==> src/rtl/prores_slice_sequencer.sv <==
// prores_slice_sequencer: slice timeline and DC/AC VLC window generator for the ProRes encoder.
// Ports: clock/reset_n (async, active-low); slice_start + block_num request a slice;
// busy/seq_count expose the RUN timeline t; dc_vlc_* and ac_vlc_* are the stage reset,
// enable, flush and local-index windows; slice_done/start_drop/slice_err are one-cycle strobes.
module prores_slice_sequencer #(
    parameter int CW         = 16,
    parameter int MAX_BLOCKS = 32,
    parameter int DCT_LAT    = 10,
    parameter int DC_VLC_LAT = 44,
    parameter int AC_COEFS   = 63
) (
    input  logic          clock,
    input  logic          reset_n,
    input  logic          slice_start,
    input  logic [CW-1:0] block_num,
    output logic          busy,
    output logic [CW-1:0] seq_count,
    output logic          dc_vlc_reset_n,
    output logic          dc_vlc_output_enable,
    output logic [CW-1:0] dc_vlc_counter,
    output logic          ac_vlc_reset_n,
    output logic          ac_vlc_output_enable,
    output logic          ac_vlc_output_flush,
    output logic [CW-1:0] ac_vlc_counter,
    output logic          slice_done,
    output logic          start_drop,
    output logic          slice_err
);
    typedef enum logic [1:0] {IDLE, RUN, DONE} state_t;
    state_t        state, state_nx;
    logic [CW-1:0] t, b, ae, t_nx, b_nx, d0_nx, a0_nx, ae_nx;
    logic          in_range, accept, last, run_nx, dc_rst_nx, ac_rst_nx;
    // Outputs are computed from the next-cycle timeline so that the registered
    // values always reflect the t currently shown on seq_count.
    always_comb begin
        in_range  = block_num >= CW'(1) && block_num <= CW'(MAX_BLOCKS);
        accept    = slice_start && state != RUN && in_range;
        last      = state == RUN && t == ae + CW'(7);
        state_nx  = accept ? RUN : (state == RUN) ? (last ? DONE : RUN) : IDLE;
        t_nx      = (state == RUN && !last) ? t + CW'(1) : '0;
        b_nx      = accept ? block_num : b;
        d0_nx     = CW'(DCT_LAT) + b_nx;
        a0_nx     = d0_nx + CW'(DC_VLC_LAT);
        ae_nx     = a0_nx + CW'(AC_COEFS) * b_nx;
        run_nx    = state_nx == RUN;
        dc_rst_nx = run_nx && t_nx >= d0_nx + CW'(1) && t_nx < d0_nx + b_nx + CW'(8);
        ac_rst_nx = run_nx && t_nx >= a0_nx + CW'(1) && t_nx < ae_nx + CW'(8);
    end
    always_ff @(posedge clock or negedge reset_n) begin
        if (!reset_n) begin
            state                <= IDLE;
            t                    <= '0;
            b                    <= '0;
            ae                   <= '0;
            dc_vlc_reset_n       <= 1'b0;
            dc_vlc_output_enable <= 1'b0;
            dc_vlc_counter       <= '0;
            ac_vlc_reset_n       <= 1'b0;
            ac_vlc_output_enable <= 1'b0;
            ac_vlc_output_flush  <= 1'b0;
            ac_vlc_counter       <= '0;
            start_drop           <= 1'b0;
            slice_err            <= 1'b0;
        end else begin
            state                <= state_nx;
            t                    <= t_nx;
            b                    <= b_nx;
            ae                   <= ae_nx;
            dc_vlc_reset_n       <= dc_rst_nx;
            dc_vlc_output_enable <= run_nx && t_nx >= d0_nx + CW'(7) && t_nx < d0_nx + b_nx + CW'(7);
            dc_vlc_counter       <= dc_rst_nx ? t_nx - (d0_nx + CW'(1)) : '0;
            ac_vlc_reset_n       <= ac_rst_nx;
            ac_vlc_output_enable <= run_nx && t_nx >= a0_nx + CW'(6) && t_nx < ae_nx + CW'(6);
            ac_vlc_output_flush  <= run_nx && t_nx == ae_nx + CW'(6);
            ac_vlc_counter       <= ac_rst_nx ? t_nx - (a0_nx + CW'(1)) : '0;
            start_drop           <= slice_start && state == RUN;
            slice_err            <= slice_start && state != RUN && !in_range;
        end
    end
    // Derived straight from flops, so still free of any input-to-output path.
    assign busy       = state == RUN;
    assign slice_done = state == DONE;
    assign seq_count  = t;
endmodule

==> config.mk <==
export PLATFORM = sky130hd
export DESIGN_NAME = prores_slice_sequencer
export DESIGN_NICKNAME = d
export VERILOG_FILES = /design/src/rtl/prores_slice_sequencer.sv
export SDC_FILE = /design/constraint.sdc
export NUM_CORES = 1
export LEC_CHECK = 0
export ABC_AREA = 1
export BUFFER_PORTS_ARGS = -buffer_cell sky130_fd_sc_hd__buf_2
export CAP_MARGIN = 20
export CORE_UTILIZATION = 64
export DETAILED_ROUTE_END_ITERATION = 8
export PLACE_DENSITY = 0.83
export SLEW_MARGIN = 5
export SYNTH_ARGS = -nofsm -noshare
export SYNTH_HDL_FRONTEND = slang
export SYNTH_SLANG_ARGS = --single-unit
==> constraint.sdc <==
create_clock -name clock -period 8.6 [get_ports clock]
set_input_delay 0.43 -clock clock [delete_from_list [all_inputs] [get_ports clock]]
set_output_delay 0.43 -clock clock [all_outputs]
set_load 0.01 [all_outputs]
==> results.cfg, run 1 <==
[setup_path]
crit_family = simple AND/OR/NAND/NOR gates
critPathKind = flop to flop
worst-endpoint-arrival_ps = 8110
r2r-end = ac_vlc_counter[4]
worst-path-buf-inv = 9
critPathMostFrequentCell = inv_1
r2r_start = state[0]
r2r_cells = 40
cp_slowest_cell = fa_1
critPathMaxFanout = 17
critPathMaxStageDelay_ps = 490
end_kind = flop
startpoint_type = flop
crit_required_ps = 8880
reg2reg_slack_ps = 760

[sta]
final_max_slew_viol_count = 0
tns_ps = 0
setup_ws_ps = 762
setup_viol = 0
rsz0062_at_grt = false
hold_viol = 0
skew_ps = 15.3
holdWs_ps = 20.8
fmax_mhz = 128
min_period_over_period_pct = 91.1
maxSlewHeadroom_pct = 49.9
tightest_slew_ps = 748
fin_crit_ps = 7840

[clock_tree]
cts_tree = done
htree_levels = 3
insertion_delay_ps = 370
cts.sinks = 88
max-clock-path-buffers = 2
cts_buffers = 9
hold_buffers = 0
path_clk_slew_ps = 80
cts-root-buf = clkbuf_16

[layout]
fillCellCount = 1591
area_delta_synth_final_pct = 9.63
postLayoutCoreUtil_pct = 72.2
drive_gt1_share_pct = 11.6
num-nets-final = 2041
stdcell_area_um2 = 13600
antenna_cells = 0

[yosys]
ys_warn_count = 0
async_reset_ff_share_pct = 100
ys_types = 58
synth-edff-count = 0
synth_common_cells = nand2_1, inv_1, ha_1
syn_area_um2 = 12500
yosysTopAreaCell = dfrtp_1
synth_top_area_share_pct = 17.7
netlist_top_cells_area = dfrtp_1, ha_1, nand2_1
yosysSeqAreaShare_pct = 17.7
syn_avg_cell_area_um2 = 7.37
syn_inst = 1690
ys_dominant_reg_cell = dfrtp_1
ys_ff_latch = 88
synth_most_common_cell = nand2_1

[job]
maxCapViolCount = 0

[route]
drc = 0
wirelength_um = 37400
vias = 12000
routed_via_density = 5.80
wl_per_cell_um = 18.1
drt_iter0_drc = 901
drtAntennaViolNets = 0
drt-pass1-iter-count = 7

[power]
seqPwrFrac_pct = 41.9
switching_power_uw = 352
pwr-share-clk_pct = 39.5
power.internal_uw = 720
p_leak_uw = 0.00732
sw_frac_of_total_pct = 32.9
peakVddDrop_uv = 92.4
p_comb_share_pct = 18.6
p_per_area_nw_per_um2 = 78.5

[place]
placed_cell_area_um2 = 13300
numPortBuffers = 75
hpwl_um = 30000
gp_congestion = 1.08
pre_cts_ws_ps = 275

[floorplan]
dieArea_um2 = 20000
die-height_um = 141
io-pin-count = 76
core_um2 = 18900
rows = 50
die_w_um = 141
initial_core_util_pct = 65.9

[global_route]
grt_max_degree = 51
grt_pass1_vias = 11300
antenna_found_initial = 0
grt_pass1_wl_um = 58500
grt_use_met1_pct = 47.9
busiest_layer = met2
grt-ovfl-total = 0
grt_util_met3_pct = 6.04
grt_util_all_layers_pct = 38.1
met2_usage_pct = 62.8

[worst_hold_path]
hold_class = primary input to asynchronous set/reset pin

[run_status]
outcome = completed
[sequential cells by signal, indices dropped and copies added (netlist names)]
| signal | flops |
|---|---|
| seq_count | 16 |
| dc_vlc_output_enable | 1 |
| ac_vlc_counter | 16 |
| b | 16 |
| ac_vlc_output_flush | 1 |
| ac_vlc_output_enable | 1 |
| dc_vlc_reset_n | 1 |
| state | 2 |
| start_drop | 1 |
| ae | 15 |
| dc_vlc_counter | 16 |
| slice_err | 1 |
| ac_vlc_reset_n | 1 |
[timing repair]
action	CTS	global route
endpoints found under the setup margin	0	19
buffers inserted	0	5
gates resized for setup	0	2
[worst register-to-register path, delay by kind of cell (launching register included)]
family	cells	cell delay (ps)
AO/OA/AOI/OAI	9	1690
XOR/XNOR	1	200
adder cells (fa/ha/maj)	5	1880
buffers and inverters	9	1200
flip-flops	1	390
AND/OR/NAND/NOR	16	2350
[cell usage in the layout (no fill, tap or decap), types with 4 or more instances in the layout]
cell type / Yosys / layout
nand3_2: 4 / 4
nor2_4: 9 / 9
a211oi_1: 8 / 8
or2_2: 7 / 7
nor2_2: 6 / 6
clkbuf_16: 0 / 9
o2111ai_1: 6 / 6
nand2_1: 341 / 341
nand2_2: 25 / 25
o21bai_1: 8 / 8
o221ai_1: 4 / 4
nor3_1: 30 / 30
o21ai_0: 40 / 40
inv_1: 241 / 240
nor4_1: 5 / 5
dfrtp_1: 88 / 88
o21ai_1: 6 / 6
a21o_1: 6 / 6
nand2_4: 9 / 9
fa_1: 47 / 47
buf_2: 3 / 74
nor2_1: 173 / 173
buf_4: 0 / 30
ha_1: 176 / 176
xor2_1: 116 / 115
a21oi_1: 89 / 89
xnor2_1: 34 / 34
inv_2: 12 / 12
a31oi_1: 4 / 4
nand3b_1: 5 / 5
o21a_1: 7 / 7
nand4_1: 38 / 38
nand3_1: 107 / 107
[power by group through the flow]
stage	Clock (uW)	Sequential (uW)	Combinational, uW
3_3_place_gp	0	456	189
2_1_floorplan	0	473	105
5_1_grt	438	451	220
4_1_cts	424	449	198
3_5_place_dp	0	457	196
6_report	424	449	199
[layer usage]
layer / up-vias / share of wire, % / wire [um]
met1: 5638 / 42 / 15700
met2: 517 / 46 / 17000
met3: 107 / 7.3 / 2740
met4: 0 / 5.3 / 1980
met5: - / 0 / 0
li1: 5719 / - / -
[metrics by stage]
stage | total power, uW | instances
floorplan | 578 | 1691
global placement | 646 | 2042
detailed placement | 653 | 2042
CTS | 1070 | 2058
global route | 1110 | 2064
finish | 1070 | 2064
[logic make-up (layout without fill, tap and decap cells)]
family | count (synthesis) | count (layout) | share of synthesized area (%)
AND/OR/NAND/NOR | 773 | 774 | 28.8
buffers and inverters | 261 | 373 | 8.02
adder cells (fa/ha/maj) | 223 | 223 | 25.2
AO/OA/AOI/OAI | 189 | 189 | 8.87
XOR/XNOR | 155 | 155 | 11.4
flip-flops | 88 | 88 | 17.7
other | 1 | 2 | 0.0301
[area by class of cell]
class                           count  area, um^2  area share (%)
Multi-Input combinational cell   1343        9270            67.9
Tap cell                          260         325            2.38
Timing Repair Buffer              104         596            4.36
Sequential cell                    88        2200            16.1
Clock buffer                        9         225            1.65
Clock inverter                      7        73.8           0.541
Inverter                          253         953            6.99
[worst max path at each step]
stage | endpoint | slack, ps | cells past startpoint | startpoint
CTS | ac_vlc_counter[4] | 410 | 44 | state[0]
detailed placement | ac_vlc_counter[4] | 270 | 45 | block_num[15]
global route | ac_vlc_counter[13] | 180 | 43 | state[0]
global placement | ac_vlc_counter[14] | 490 | 45 | block_num[7]
finish | ac_vlc_counter[4] | 760 | 40 | state[0]
floorplan | ac_vlc_counter[10] | 1810 | 40 | block_num[10]
Note: power is estimated with default switching activity, not from simulation.
==> run 2, diff against run 1 <==
--- a/config.mk
+++ b/config.mk
@@ -8,9 +8,12 @@
 export ABC_AREA = 1
 export BUFFER_PORTS_ARGS = -buffer_cell sky130_fd_sc_hd__buf_2
 export CAP_MARGIN = 20
-export CORE_UTILIZATION = 64
+export CELL_PAD_IN_SITES_DETAIL_PLACEMENT = 0
+export CELL_PAD_IN_SITES_GLOBAL_PLACEMENT = 1
+export CORE_UTILIZATION = 47
 export DETAILED_ROUTE_END_ITERATION = 8
 export PLACE_DENSITY = 0.83
+export REMOVE_ABC_BUFFERS = 1
 export SLEW_MARGIN = 5
 export SYNTH_ARGS = -nofsm -noshare
 export SYNTH_HDL_FRONTEND = slang
==> results.cfg, run 2 (synthesis gave the netlist of run 1 again) <==
[run_status]
outcome = completed

[route]
drc = 0
wl_per_cell_um = 17.6
wirelength_um = 37500
drt-pass1-iter-count = 5
drtAntennaViolNets = 0
vias = 11300
drt_iter0_drc = 855
routed_via_density = 5.28

[power]
switching_power_uw = 338
pwr-share-clk_pct = 40.8
fin_total_pwr_uw = 1080
seqPwrFrac_pct = 41.4
p_per_area_nw_per_um2 = 79.1
sw_frac_of_total_pct = 31.1
power.internal_uw = 747
peakVddDrop_uv = 77.1
p_leak_uw = 0.00730
p_comb_share_pct = 17.8

[clock_tree]
htree_levels = 3
post_cts_resize_count = 0
path_clk_slew_ps = 90
cts_tree = done
insertion_delay_ps = 370
cts-root-buf = clkbuf_16
max-clock-path-buffers = 2
cts.sinks = 88
post_cts_buffers = 0
cts_buffers = 9
hold_buffers = 0

[setup_path]
worst-path-buf-inv = 7
critPathMaxStageDelay_ps = 530
crit_family = simple AND/OR/NAND/NOR gates
cp.depth = 35
r2r_cells = 35
worst-endpoint-arrival_ps = 8190
critPathKind = flop to flop
critPathMostFrequentCell = inv_1
startpoint_type = flop
cp_slowest_cell = fa_1
end_kind = flop
critPathMaxFanout = 17
crit_required_ps = 8880

[layout]
area_delta_synth_final_pct = 10.1
drive_gt1_share_pct = 11.4
antenna_cells = 0
mostFrequentLayoutCell = nand2_1
final_cells = 2132
final_cell_mix = nand2_1, inv_1, ha_1, nor2_1, xor2_1
num-nets-final = 2034

[global_route]
grt_pass1_wl_um = 57900
grt_util_all_layers_pct = 28.5
grt_max_degree = 52
grt-ovfl-total = 0
grt_pass1_vias = 10600
antenna_found_initial = 0

[sta]
maxSlewHeadroom_pct = 49.7
tns_ps = 0
fin_crit_ps = 7910
rsz0062_at_grt = false
setup_ws_ps = 693
hold_viol = 0
final_max_slew_viol_count = 0
fmax_mhz = 126
tightest_slew_ps = 751
min_period_over_period_pct = 91.9
setup_viol = 0
skew_ps = 17.9

[floorplan]
die-height_um = 165
core_um2 = 26100
dieArea_um2 = 27100
io-pin-count = 76
die_w_um = 165
rows = 59
initial_core_util_pct = 47.8

[place]
pre_cts_ws_ps = 397
numPortBuffers = 75
place_inst = 2116
hpwl_um = 31200
gp_congestion = 0.959

[worst_hold_path]
hold_class = primary input to asynchronous set/reset pin

[job]
maxCapViolCount = 0
[run 2: cell types whose count changed in the layout (fill, tap and decap cells not counted), sizes merged]
cell / delta
bufinv: +1
nand4: -1
buf: -6
clkinv: -1
inv: +3
clkinvlp: -3
[run 2: power by group through the flow]
| stage | Sequential (uW) | Clock, uW | Combinational [uW] |
|---|---|---|---|
| 5_1_grt | 452 | 463 | 219 |
| 3_3_place_gp | 456 | 0 | 192 |
| 4_1_cts | 449 | 448 | 196 |
| 3_5_place_dp | 458 | 0 | 194 |
| 2_1_floorplan | 473 | 0 | 104 |
| 6_report | 449 | 443 | 193 |
[run 2: worst paths after layout]
check                             from                 to  slack [ps]
max in group asynchronous      reset_n             ae[14]        7500
setup reg to reg              state[0]  ac_vlc_counter[5]         690
setup / recovery              state[0]  ac_vlc_counter[5]         690
hold reg to reg                  b[15]              b[15]         560
min in group clock         slice_start         start_drop         400
hold / removal                 reset_n  dc_vlc_counter[2]          80
[run 2: layout make-up]
class,count,area [um^2]
fill,2574,12400
multi-input combinational,1342,9280
sequential,88,2200
inverter,253,950
timing repair buffer,98,551
tap,335,419
clock buffer,9,225
clock inverter,7,83.8
[run 2: layer usage]
layer / global-route usage [%] / routed length [um]
met1: 39.1 / 17800
met2: 45.3 / 16600
met3: 4.77 / 2070
met4: 9.22 / 1050
met5: 0 / 0
[run 2: metrics by stage]
stage	util, %	hold WS, ps	area [um^2]
6_report	52.6	80.3	13700
5_1_grt	52.6	143	13700
4_1_cts	52.5	109	13700
3_5_place_dp	51.3	499	13400
3_3_place_gp	51.3	495	13400
2_1_floorplan	-	134	12400
